`src/rtl/display_clear_delay_ram.sv`:
```
// Support block for the waveform display controller: screen-clear raster engine,
// inter-frame delay timer and a 256x8 trace sample RAM, each with its own handshake.
module display_clear_delay_ram #(
  parameter int unsigned H_PIXELS     = 160,
  parameter int unsigned V_PIXELS     = 120,
  parameter logic [11:0] CLEAR_COLOR  = 12'h000,
  parameter int unsigned DELAY_CYCLES = 10008
) (
  input  logic        clk,
  input  logic        reset,
  input  logic        clear_enable,
  input  logic        clear_restart,
  output logic [7:0]  clear_x,
  output logic [7:0]  clear_y,
  output logic [11:0] clear_color,
  output logic        clear_finished,
  input  logic        delay_enable,
  input  logic        delay_restart,
  output logic        delay_finished,
  input  logic        wr_en,
  input  logic [7:0]  wr_addr,
  input  logic [7:0]  wr_data,
  input  logic        rd_en,
  input  logic [7:0]  rd_addr,
  output logic [7:0]  rd_data
);

  localparam int unsigned DW = $clog2(DELAY_CYCLES + 1);
  localparam logic [7:0] X_LAST = 8'(H_PIXELS - 1);
  localparam logic [7:0] Y_LAST = 8'(V_PIXELS - 1);
  localparam logic [DW-1:0] D_LAST = DW'(DELAY_CYCLES - 1);

  logic [DW-1:0] delay_count;
  logic [7:0]    mem [256];

  assign clear_color = CLEAR_COLOR;

  // X-major raster sweep; coordinates park on the last pixel once finished
  always_ff @(posedge clk or posedge reset) begin
    if (reset) begin
      clear_x        <= 8'd0;
      clear_y        <= 8'd0;
      clear_finished <= 1'b0;
    end else if (clear_restart) begin
      clear_x        <= 8'd0;
      clear_y        <= 8'd0;
      clear_finished <= 1'b0;
    end else if (clear_enable && !clear_finished) begin
      if (clear_x < X_LAST) begin
        clear_x <= clear_x + 8'd1;
      end else if (clear_y < Y_LAST) begin
        clear_x <= 8'd0;
        clear_y <= clear_y + 8'd1;
      end else begin
        clear_finished <= 1'b1;
      end
    end
  end

  // Sticky timer: finished rises on the DELAY_CYCLES-th enabled edge
  always_ff @(posedge clk or posedge reset) begin
    if (reset) begin
      delay_count    <= '0;
      delay_finished <= 1'b0;
    end else if (delay_restart) begin
      delay_count    <= '0;
      delay_finished <= 1'b0;
    end else if (delay_enable && !delay_finished) begin
      if (delay_count == D_LAST) begin
        delay_finished <= 1'b1;
      end else begin
        delay_count <= delay_count + DW'(1);
      end
    end
  end

  // Storage is intentionally not reset
  always_ff @(posedge clk) begin
    if (wr_en) begin
      mem[wr_addr] <= wr_data;
    end
  end

  // Registered read; same-address write on the same edge yields the old word
  always_ff @(posedge clk or posedge reset) begin
    if (reset) begin
      rd_data <= 8'd0;
    end else if (rd_en) begin
      rd_data <= mem[rd_addr];
    end
  end

endmodule

```
`config.mk`:
```
export PLATFORM = sky130hd
export DESIGN_NAME = display_clear_delay_ram
export DESIGN_NICKNAME = d
export VERILOG_FILES = /design/src/rtl/display_clear_delay_ram.sv
export SDC_FILE = /design/constraint.sdc
export NUM_CORES = 2
export LEC_CHECK = 0
export CORE_MARGIN = 3
export CORE_UTILIZATION = 45
export DETAILED_ROUTE_END_ITERATION = 8
export PLACE_DENSITY = 0.72
export SYNTH_ARGS = -nofsm -noshare
export SYNTH_HDL_FRONTEND = slang
export SYNTH_SLANG_ARGS = --single-unit
```
`constraint.sdc`:
```
create_clock -name clk -period 2.9 [get_ports clk]
set_input_delay 0.58 -clock clk [delete_from_list [all_inputs] [get_ports clk]]
set_output_delay 0.58 -clock clk [all_outputs]
set_load 0.02 [all_outputs]
```
==> impl_metrics.json <==
{
  "layout_min_cycle_time_ps": 2760,
  "grt_max_degree": 82,
  "power.share.clock_pct": 40.5,
  "clock_skew_ps": 65.87,
  "cts_hold_buffers": 0,
  "power.density_nw_per_um2": 639.4,
  "p_comb_share_pct": 5.9,
  "cpPeakStageDelay_ps": 710,
  "cts_resized": 0,
  "hold_class": "input pin to asynchronous set/reset pin",
  "syn_to_final_growth_pct": 18.87,
  "htreeDepth": 4,
  "synth_seq_cells": 2088,
  "drc": 0,
  "critical_path.top_delay_family": "buffers and inverters",
  "arrival_ps": 2180,
  "syn_area_um2": 81770,
  "finalHoldViolCount": 0,
  "synth_edf_count": 2048,
  "slew_headroom_pct": 25.71,
  "holdWs_ps": 171.2,
  "max_freq_ghz": 0.3623,
  "placed_area_um2": 90790,
  "grt_pass1_wl_mm": 318.3,
  "die_area_um2": 186900,
  "seq_power_share_pct": 53.6,
  "clock_latency_ps": 850,
  "peakVddDrop_v": 0.0005331,
  "grt_overflow": 0,
  "initial_core_util_pct": 45.53,
  "detail_route.iter0.violations": 6046,
  "fp-row-count": 155,
  "fin_area_um2": 97190,
  "start_kind": "flop",
  "grt_usage_pct": 23.54,
  "path_cells": "clkdlybuf4s50_1",
  "total_power_mw": 62.14,
  "crit_path_max_fanout": 2,
  "outcome": "completed",
  "ys_seq_area_share_pct": 76.44,
  "yosys_warnings": 0,
  "fp.dieH_um": 432.3,
  "cp_slowest_cell": "clkdlybuf4s50_1",
  "via_count": 45370,
  "post-cts-setup-buffers": 0,
  "drv_cap": 0,
  "cp.required_ps": 2320,
  "place.gp.congestion": 0.9377,
  "r2r-end": "rd_data[1]$_DFFE_PP0P_",
  "die_w_um": 432.3,
  "crit_buf_inv": 1,
  "post_drt_wl_per_cell_um": 29.38,
  "rsz0062_at_grt": "no",
  "finalCritPeriodShare_pct": 95.19,
  "cts-root-buf": "clkbuf_16",
  "antenna_found_initial": 5,
  "power_switching_share_pct": 21.95,
  "core_um2": 179600,
  "viasPerCell": 6.068,
  "fin_nets": 4977,
  "hpwlAfterDp_mm": 147.2,
  "intPower_mw": 48.50,
  "end_kind": "output port",
  "first_global_vias": 45110,
  "cts.sinks": 2088,
  "tightest_slew_ps": 1110,
  "synth_area_per_cell_um2": 19.82,
  "worstSetupPathType": "flop to output port",
  "syn_inst": 4125,
  "postRouteAntennaNets": 0,
  "ys_async_sr_fraction_pct": 1.916,
  "finalSetupViolCount": 0,
  "leakage_nw": 32.54,
  "io_pins": 70,
  "ys_types": 73,
  "r2r_setup_slack_ps": 230,
  "placement.io_buffers": 57,
  "cts_buffers": 199,
  "cts_tree": "yes",
  "drt_first_pass_iters": 6,
  "p_sw_mw": 13.64,
  "drive_gt1_share_pct": 28.81,
  "routed_wl_mm": 219.7,
  "worstRegToRegCells": 8,
  "drv_slew": 0,
  "rr_startpoint": "mem[211][1]$_DFFE_PP_",
  "cts_buffer_depth": 3,
  "ys.flop_type": "edfxtp_1",
  "clk_pin_slew_ps": 60
}
metal layers:
metal	vias to the layer above	share of wire, %	routed length, um	GRT usage, %
met5	-	0.012	27	0
met4	4	5.5	12130	11.60
met3	569	11	23350	5.471
met2	2694	47	103700	37.04
met1	23480	37	80430	31.02
li1	18620	-	-	-
per-stage QoR:
stage	util (%)	TNS [ps]	worst slack, ps	instances
floorplan	-	0	371.3	4136
global placement	50.56	-31320	-800.1	7096
detailed placement	50.56	-34000	-794.0	7096
CTS	54.11	0	56.30	7468
global route	54.11	0	116.0	7468
finish	54.12	0	139.5	7476
power by group through the flow:
stage,Combinational (mW),Clock [mW],Sequential [mW]
2_1_floorplan,1.66,0,33.9
3_3_place_gp,3.56,0,33.9
3_5_place_dp,3.62,0,33.9
4_1_cts,3.64,25.5,33.3
5_1_grt,3.82,26.7,33.3
6_report,3.66,25.2,33.3
synth_stat cells (all sizes together), types with 18 or more instances:
cell	instances	share of area, %
edfxtp	2048	75
mux4	362	10
mux2i	322	3.9
nor2	315	1.4
buf	153	1.6
o22ai	111	0.85
clkbuf	106	0.49
nand2	97	0.45
a21oi	75	0.46
a22oi	75	0.69
o221ai	62	0.66
nand3	53	0.32
dfrtp	40	1.2
o21ai	39	0.24
a211oi	38	0.35
nor3	25	0.15
nand4	18	0.14
logic make-up (layout without fill, tap and decap cells):
family | Yosys count | after routing | synth area share [%]
AOI/OAI and AO/OA | 476 | 476 | 4.023
and+or+nand+nor | 585 | 585 | 3.169
muxes | 687 | 687 | 13.98
adders and majority gates | 3 | 3 | 0.04591
DFF | 2088 | 2088 | 76.44
buffers and inverters | 270 | 1247 | 2.184
xor gates and xnor gates | 15 | 15 | 0.1607
other | 1 | 20 | 0.004586
flip-flops by register name, indices dropped and copies added, names as in the netlist:
register        count
clear_finished      1
mem              2048
delay_finished      1
clear_x             8
rd_data             8
clear_y             8
delay_count        14
cell type report:
class	instances	area [um^2]
clock buffer	247	5181
timing repair buffer	864	7750
multi-input combinational	1778	17560
sequential	2088	62500
inverter	11	42.54
fill	13410	82390
antenna	8	20.02
clock inverter	125	1196
tap	2355	2947
worst max-delay path by stage:
stage	start	to	cells past startpoint
2_1_floorplan	rd_addr[0]	rd_data[7]$_DFFE_PP0P_	10
6_report	rd_data[0]$_DFFE_PP0P_	rd_data[0]	1
4_1_cts	rd_data[0]$_DFFE_PP0P_	rd_data[0]	1
3_5_place_dp	rd_addr[0]	rd_data[1]$_DFFE_PP0P_	11
5_1_grt	rd_data[0]$_DFFE_PP0P_	rd_data[0]	1
3_3_place_gp	rd_addr[0]	rd_data[1]$_DFFE_PP0P_	11
cell usage in the layout, fill, tap and decap left out, types with 62 or more instances in the layout:
cell and count:
a22oi_1 75, clkbuf_16 200, mux2i_1 322, o221ai_1 62, nand2_1 96, a21oi_1 75, mux4_2 357, o22ai_1 111
buf_12 87, buf_4 721, nor2_1 314, edfxtp_1 2048
(Power assumes the default switching activity.)
